## config.mk

```make
export PLATFORM = sky130hd
export DESIGN_NAME = alu_exec_unit
export DESIGN_NICKNAME = d
export VERILOG_FILES = /design/src/rtl/alu_exec_unit.sv
export SDC_FILE = /design/constraint.sdc
export NUM_CORES = 2
export LEC_CHECK = 0
export BUFFER_PORTS_ARGS = -buffer_cell sky130_fd_sc_hd__buf_4
export CAP_MARGIN = 20
export CORE_ASPECT_RATIO = 0.75
export CORE_MARGIN = 2
export CORE_UTILIZATION = 40
export DETAILED_ROUTE_END_ITERATION = 8
export PLACE_DENSITY_LB_ADDON = 0.3
export SLEW_MARGIN = 15
export SYNTH_ARGS = -nofsm -noshare
export SYNTH_HDL_FRONTEND = slang
export SYNTH_SLANG_ARGS = --single-unit
```

## constraint.sdc

```tcl
create_clock -name i_clk -period 5.2 [get_ports i_clk]
set_input_delay 0.78 -clock i_clk [delete_from_list [all_inputs] [get_ports i_clk]]
set_output_delay 0.78 -clock i_clk [all_outputs]
set_load 0.02 [all_outputs]
```

## src/rtl/alu_exec_unit.sv

```systemverilog
// EX-stage ALU: decodes ALUOp/funct7/funct3 and executes base RV32I ops in one cycle,
// with an optional iterative RV32M multiply/divide engine behind a valid/ready handshake.
module alu_exec_unit #(
  parameter int XLEN     = 32,
  parameter bit ENABLE_M = 1'b1
) (
  input  logic            i_clk,
  input  logic            i_rst_n,
  input  logic            i_valid_in,
  input  logic [1:0]      i_alu_op,
  input  logic [6:0]      i_funct7,
  input  logic [2:0]      i_funct3,
  input  logic [XLEN-1:0] i_op_a,
  input  logic [XLEN-1:0] i_op_b,
  output logic            o_ready_out,
  output logic            o_valid_out,
  output logic [XLEN-1:0] o_result,
  output logic            o_zero,
  output logic [4:0]      o_ctrl_code,
  output logic            o_illegal,
  output logic            o_busy
);

  localparam int SHW = $clog2(XLEN);
  localparam int CW  = SHW + 1;
  localparam logic [CW-1:0]   CNT_INIT = CW'(XLEN);
  localparam logic [XLEN-1:0] MIN_NEG  = {1'b1, {(XLEN-1){1'b0}}};

  localparam logic [4:0] C_AND  = 5'h00, C_OR   = 5'h01, C_ADD    = 5'h02, C_XOR   = 5'h03;
  localparam logic [4:0] C_SLL  = 5'h04, C_SRL  = 5'h05, C_SUB    = 5'h06, C_SRA   = 5'h07;
  localparam logic [4:0] C_SLT  = 5'h08, C_SLTU = 5'h09, C_MUL    = 5'h10, C_MULH  = 5'h11;
  localparam logic [4:0] C_MULHSU = 5'h12, C_MULHU = 5'h13, C_DIV = 5'h14, C_DIVU  = 5'h15;
  localparam logic [4:0] C_REM  = 5'h16, C_REMU = 5'h17;

  typedef enum logic [1:0] {S_IDLE, S_CALC, S_DONE} state_t;

  state_t            r_state, w_nextState;
  logic [CW-1:0]     r_count;
  logic [4:0]        r_code;
  logic              r_negHi, r_negLo;
  logic [2*XLEN-1:0] r_mcand, r_acc;
  logic [XLEN-1:0]   r_mplier, r_quo, r_rem, r_divisor;
  logic [XLEN-1:0]   r_result;
  logic              r_zero, r_valid, r_illegal;
  logic [4:0]        r_ctrl;

  logic [4:0]        w_code;
  logic              w_illegal, w_isMd, w_isDiv, w_divZero, w_ovf, w_special;
  logic              w_aSigned, w_bSigned, w_negA, w_negB;
  logic              w_accept, w_startMd, w_geq;
  logic [SHW-1:0]    w_shamt;
  logic [XLEN-1:0]   w_absA, w_absB, w_baseResult, w_specialRes, w_immResult, w_mdResult;
  logic [XLEN-1:0]   w_quo, w_rem;
  logic [2*XLEN-1:0] w_prod;
  logic [XLEN:0]     w_shift;

  // Illegal encodings collapse to ADD so the reported control code is always well defined.
  always_comb begin
    w_code    = C_ADD;
    w_illegal = 1'b0;
    unique case (i_alu_op)
      2'b00: w_code = C_ADD;
      2'b01: w_code = C_SUB;
      2'b10: begin
        if (i_funct7 == 7'b0000000) begin
          unique case (i_funct3)
            3'b000: w_code = C_ADD;
            3'b001: w_code = C_SLL;
            3'b010: w_code = C_SLT;
            3'b011: w_code = C_SLTU;
            3'b100: w_code = C_XOR;
            3'b101: w_code = C_SRL;
            3'b110: w_code = C_OR;
            default: w_code = C_AND;
          endcase
        end else if (i_funct7 == 7'b0100000 && i_funct3 == 3'b000) begin
          w_code = C_SUB;
        end else if (i_funct7 == 7'b0100000 && i_funct3 == 3'b101) begin
          w_code = C_SRA;
        end else if (i_funct7 == 7'b0000001 && ENABLE_M) begin
          w_code = {2'b10, i_funct3};
        end else begin
          w_illegal = 1'b1;
        end
      end
      default: begin
        unique case (i_funct3)
          3'b000: w_code = C_ADD;
          3'b010: w_code = C_SLT;
          3'b011: w_code = C_SLTU;
          3'b100: w_code = C_XOR;
          3'b110: w_code = C_OR;
          3'b111: w_code = C_AND;
          3'b001: begin
            if (i_funct7 == 7'b0000000) w_code = C_SLL;
            else w_illegal = 1'b1;
          end
          default: begin
            if (i_funct7 == 7'b0000000) w_code = C_SRL;
            else if (i_funct7 == 7'b0100000) w_code = C_SRA;
            else w_illegal = 1'b1;
          end
        endcase
      end
    endcase
  end

  always_comb begin
    w_aSigned = 1'b0;
    w_bSigned = 1'b0;
    case (w_code)
      C_MUL, C_MULH, C_DIV, C_REM: begin
        w_aSigned = 1'b1;
        w_bSigned = 1'b1;
      end
      C_MULHSU: w_aSigned = 1'b1;
      default: ;
    endcase
  end

  assign w_isMd    = !w_illegal && w_code[4];
  assign w_isDiv   = w_isMd && (w_code[4:2] == 3'b101);
  assign w_divZero = w_isDiv && (i_op_b == '0);
  assign w_ovf     = w_isDiv && !w_code[0] && (i_op_a == MIN_NEG) && (i_op_b == '1);
  assign w_special = w_divZero || w_ovf;
  assign w_negA    = w_aSigned && i_op_a[XLEN-1];
  assign w_negB    = w_bSigned && i_op_b[XLEN-1];
  assign w_absA    = w_negA ? -i_op_a : i_op_a;
  assign w_absB    = w_negB ? -i_op_b : i_op_b;
  assign w_shamt   = i_op_b[SHW-1:0];

  // Divide-by-zero and signed overflow finish immediately with RISC-V defined results.
  always_comb begin
    w_specialRes = '0;
    if (w_divZero) w_specialRes = w_code[1] ? i_op_a : '1;
    else if (w_ovf) w_specialRes = w_code[1] ? '0 : i_op_a;
  end

  always_comb begin
    w_baseResult = '0;
    case (w_code)
      C_AND:  w_baseResult = i_op_a & i_op_b;
      C_OR:   w_baseResult = i_op_a | i_op_b;
      C_ADD:  w_baseResult = i_op_a + i_op_b;
      C_XOR:  w_baseResult = i_op_a ^ i_op_b;
      C_SLL:  w_baseResult = i_op_a << w_shamt;
      C_SRL:  w_baseResult = i_op_a >> w_shamt;
      C_SUB:  w_baseResult = i_op_a - i_op_b;
      C_SRA:  w_baseResult = $unsigned($signed(i_op_a) >>> w_shamt);
      C_SLT:  w_baseResult = {{(XLEN-1){1'b0}}, ($signed(i_op_a) < $signed(i_op_b))};
      C_SLTU: w_baseResult = {{(XLEN-1){1'b0}}, (i_op_a < i_op_b)};
      default: w_baseResult = '0;
    endcase
  end

  assign w_immResult = w_illegal ? '0 : (w_special ? w_specialRes : w_baseResult);
  assign w_accept    = i_valid_in && (r_state == S_IDLE);
  assign w_startMd   = w_accept && w_isMd && !w_special;

  assign w_shift = {r_rem, r_quo[XLEN-1]};
  assign w_geq   = w_shift >= {1'b0, r_divisor};
  assign w_prod  = r_negHi ? -r_acc : r_acc;
  assign w_quo   = r_negHi ? -r_quo : r_quo;
  assign w_rem   = r_negLo ? -r_rem : r_rem;

  always_comb begin
    w_mdResult = w_rem;
    case (r_code)
      C_MUL:                    w_mdResult = w_prod[XLEN-1:0];
      C_MULH, C_MULHSU, C_MULHU: w_mdResult = w_prod[2*XLEN-1:XLEN];
      C_DIV, C_DIVU:            w_mdResult = w_quo;
      default:                  w_mdResult = w_rem;
    endcase
  end

  always_comb begin
    w_nextState = r_state;
    unique case (r_state)
      S_IDLE: if (w_startMd) w_nextState = S_CALC;
      S_CALC: if (r_count == CW'(1)) w_nextState = S_DONE;
      default: w_nextState = S_IDLE;
    endcase
  end

  always_ff @(posedge i_clk or negedge i_rst_n) begin
    if (!i_rst_n) r_state <= S_IDLE;
    else          r_state <= w_nextState;
  end

  // Both iterative datapaths step every CALC cycle; r_code picks which one is reported.
  always_ff @(posedge i_clk or negedge i_rst_n) begin
    if (!i_rst_n) begin
      r_count   <= '0;
      r_code    <= '0;
      r_negHi   <= 1'b0;
      r_negLo   <= 1'b0;
      r_mcand   <= '0;
      r_acc     <= '0;
      r_mplier  <= '0;
      r_quo     <= '0;
      r_rem     <= '0;
      r_divisor <= '0;
      r_result  <= '0;
      r_zero    <= 1'b0;
      r_valid   <= 1'b0;
      r_illegal <= 1'b0;
      r_ctrl    <= '0;
    end else begin
      r_valid <= 1'b0;
      unique case (r_state)
        S_IDLE: begin
          if (w_startMd) begin
            r_count   <= CNT_INIT;
            r_code    <= w_code;
            r_negHi   <= w_negA ^ w_negB;
            r_negLo   <= w_negA;
            r_mcand   <= {{XLEN{1'b0}}, w_absA};
            r_acc     <= '0;
            r_mplier  <= w_absB;
            r_quo     <= w_absA;
            r_rem     <= '0;
            r_divisor <= w_absB;
          end else if (w_accept) begin
            r_result  <= w_immResult;
            r_zero    <= (w_immResult == '0);
            r_ctrl    <= w_code;
            r_illegal <= w_illegal;
            r_valid   <= 1'b1;
          end
        end
        S_CALC: begin
          r_count  <= r_count - CW'(1);
          if (r_mplier[0]) r_acc <= r_acc + r_mcand;
          r_mcand  <= r_mcand << 1;
          r_mplier <= r_mplier >> 1;
          r_rem    <= w_geq ? (w_shift[XLEN-1:0] - r_divisor) : w_shift[XLEN-1:0];
          r_quo    <= {r_quo[XLEN-2:0], w_geq};
        end
        default: begin
          r_result  <= w_mdResult;
          r_zero    <= (w_mdResult == '0);
          r_ctrl    <= r_code;
          r_illegal <= 1'b0;
          r_valid   <= 1'b1;
        end
      endcase
    end
  end

  assign o_ready_out = (r_state == S_IDLE);
  assign o_busy      = (r_state == S_CALC);
  assign o_valid_out = r_valid;
  assign o_result    = r_result;
  assign o_zero      = r_zero;
  assign o_ctrl_code = r_ctrl;
  assign o_illegal   = r_illegal;

endmodule
```

==> impl_metrics.json <==
{
  "total_power_mw": 6.94,
  "worstHoldPathType": "input port to asynchronous set/reset pin",
  "dr.pass1.iters": 8,
  "root_buffer": "clkbuf_16",
  "cp.required_ps": 5760,
  "final_cell_mix": "nand2_1, buf_4, o21ai_0",
  "synth_area_leaders": "dfrtp_1, ha_1, nand2_1, o21ai_0, xnor2_1",
  "clock_sinks": 311,
  "worstPathMaxFanout": 6,
  "syn_area_sq_um": 32300,
  "cp_data_arrival_time_ps": 5680,
  "worstSkewPairLatency_ps": 610,
  "wl_per_cell_um": 31.6,
  "rows": 90,
  "ys_async_sr_fraction_pct": 100,
  "fin_setup_tns_ps": 0,
  "yosysUniqueCellTypes": 88,
  "drc": 0,
  "power_density_nw_per_um2": 184,
  "fin_ws_ps": 75.8,
  "synth_top_area_share_pct": 24.1,
  "ys_ff_latch": 311,
  "post_cts_resized": 0,
  "layout.nets": 4822,
  "worst-path-stages": 20,
  "fin_worst_skew_ps": 19.1,
  "gp_congestion": 1.19,
  "grt_pass1_wl_um": 250000,
  "fin_crit_sh_pct": 98.5,
  "synth-edff-count": 0,
  "critPathKind": "input port to flip-flop",
  "cts.reportedPaths.clkPinSlew_ps": 70,
  "endpoint_kind": "flip-flop",
  "initial_core_util_pct": 40.3,
  "dp_cells": 5564,
  "p_int_mw": 4.47,
  "status": "finished clean",
  "dieArea_sq_um": 83000,
  "crit_buf_inv": 6,
  "grt_pass1_vias": 33200,
  "layout_commonest_cell": "nand2_1",
  "hold_violations": 0,
  "cts_inserted_buffers": 30,
  "portBuffers": 120,
  "avgSynthCellArea_sq_um": 7.51,
  "comb_power_share_pct": 30.3,
  "final-max-slew-violation-count": 0,
  "cp_cell_sequence": "buf_4, nor3_1, buf_4, nand2_1, a211o_1, buf_4, nand2_2, buf_4, nor3_2, buf_4, a22o_1, a2111oi_0, buf_4, a211oi_1, nor4_1, nand2_1, nor4_1, nand3b_1, nor4bb_1, a31o_2",
  "ctsHoldBuffers": 0,
  "vdd_drop_max_mv": 0.243,
  "grt_usage_pct": 41.4,
  "drtAntennaViolNets": 0,
  "cts_tree": "done",
  "dp_slack_ps": -245,
  "timing.final.crit_period_ps": 5120,
  "path_delay_family": "simple AND/OR/NAND/NOR gates",
  "fmax_mhz": 195,
  "netlist_instances": 4299,
  "die_height_um": 250,
  "cp-start-kind": "input port",
  "synth_ff_type": "dfrtp_1",
  "setup_viol": 0,
  "dp_hpwl_um": 142000,
  "drt_iter0_drc": 5750,
  "yosysWarnings": 0,
  "syn2layout_area_growth_pct": 17.0,
  "die_w_um": 332,
  "sw_frac_of_total_pct": 35.5,
  "grt_max_degree": 109,
  "drt_wl_total_um": 177000,
  "fin_hold_ws_ps": 149,
  "cp_slowest_stage_delay_ps": 720,
  "post_cts_buffers": 0,
  "cp_common_cell": "buf_4",
  "layoutNonFillerInstCount": 5621,
  "drive_gt1_share_pct": 15.1,
  "vias": 37000,
  "vias_per_cell": 6.58,
  "clockBufferDepth": 3,
  "cp_slowest_cell": "a2111oi_0",
  "grt_setup_unrepaired": "false",
  "reg2reg_depth": 16,
  "antenna_found_initial": 6,
  "synth_top_area_cell": "dfrtp_1",
  "maxCapViolations": 0,
  "tightest_slew_ps": 1140,
  "core-area_sq_um": 80200,
  "ctsHtreeMaxLevel": 1,
  "p_seq_share_pct": 35.4,
  "p_clk_share_pct": 34.3,
  "ys_seq_area_share_pct": 24.1,
  "relSlewSlack_pct": 23.8,
  "io_pins": 121,
  "p_switching_mw": 2.46,
  "syn_nets": 4582,
  "grt_overflow": 0,
  "p_leak_nw": 16.5
}
final timing paths:
| path | slack, ps | end | start |
|---|---|---|---|
| setup / recovery | 80 | o_zero | i_funct7[1] |
| hold / removal | 150 | o_result[8] | i_rst_n |
| setup reg to reg | 250 | r_acc[62] | r_acc[0] |
| hold reg to reg | 470 | r_mplier[31] | r_mplier[31] |
| max in group asynchronous | 3900 | r_mplier[29] | i_rst_n |
| min in group i_clk | 470 | r_mplier[31] | r_mplier[31] |
Yosys cell counts, drive strengths merged, types with 37 or more instances:
| cell type | n |
|---|---|
| a211oi | 56 |
| a21o | 75 |
| a21oi | 296 |
| a22oi | 48 |
| a31oi | 47 |
| buf | 37 |
| clkbuf | 266 |
| dfrtp | 311 |
| ha | 200 |
| inv | 173 |
| mux2i | 70 |
| mux4 | 38 |
| nand2 | 557 |
| nand2b | 40 |
| nand3 | 230 |
| nand4 | 62 |
| nor2 | 312 |
| nor3 | 95 |
| nor4 | 42 |
| o211ai | 37 |
| o21ai | 412 |
| o22ai | 37 |
| o31ai | 67 |
| xnor2 | 183 |
| xor2 | 102 |
power by group through the flow:
stage | clock (mW) | combinational, mW | sequential (mW)
global route | 2.51 | 2.13 | 2.45
global placement | 0 | 1.99 | 2.50
floorplan | 0 | 0.889 | 2.51
detailed placement | 0 | 1.95 | 2.50
finish | 2.38 | 2.10 | 2.45
CTS | 2.41 | 1.96 | 2.45
stage by stage:
stage                     area [sq um]  utilization, %
after floorplan                  32300               -
after global placement           36700            45.8
after detailed placement         36700            45.8
after CTS                        37800            47.1
after global routing             37800            47.1
final                            37800            47.1
metal layers:
metal  global-route usage, %  share of wire [%]  vias up  wire length (um)
li1                        -                  -    16200                 -
met1                    62.3                 45    18000             79700
met2                    50.1                 35     2518             61900
met3                    20.7                 17      288             30100
met4                    10.1                3.1        8              5530
met5                    1.21              0.096        -               171
state kept, by name (all words and copies together), names as in the netlist, 2 cells and up:
signal and cells:
r_mplier 32, r_state 2, r_code 5, o_result 32
o_ctrl_code 5, r_mcand 64, r_divisor 32, r_count 6
r_quo 32, r_rem 32, r_acc 64
cell type report:
| type | instances | area (sq um) |
|---|---|---|
| clock buffers | 38 | 822 |
| clock inverters | 17 | 206 |
| diodes | 1 | 2.50 |
| repair buffers | 511 | 4170 |
| inverters | 176 | 663 |
| well taps | 1058 | 1320 |
| multi-input cells | 3509 | 22800 |
| flip-flops and latches | 311 | 7780 |
| fillers | 8120 | 42400 |
cells by family after synthesis:
family / Yosys count / share of synthesized area (%)
flip-flops: 311 / 24.1
buffers and inverters: 479 / 5.58
multiplexers: 130 / 5.59
AO/OA/AOI/OAI: 1358 / 26.9
AND/OR/NAND/NOR: 1532 / 22.1
XOR/XNOR: 285 / 7.73
adder cells (fa/ha/maj): 204 / 8.00
Power figures use the tool's default switching activity.
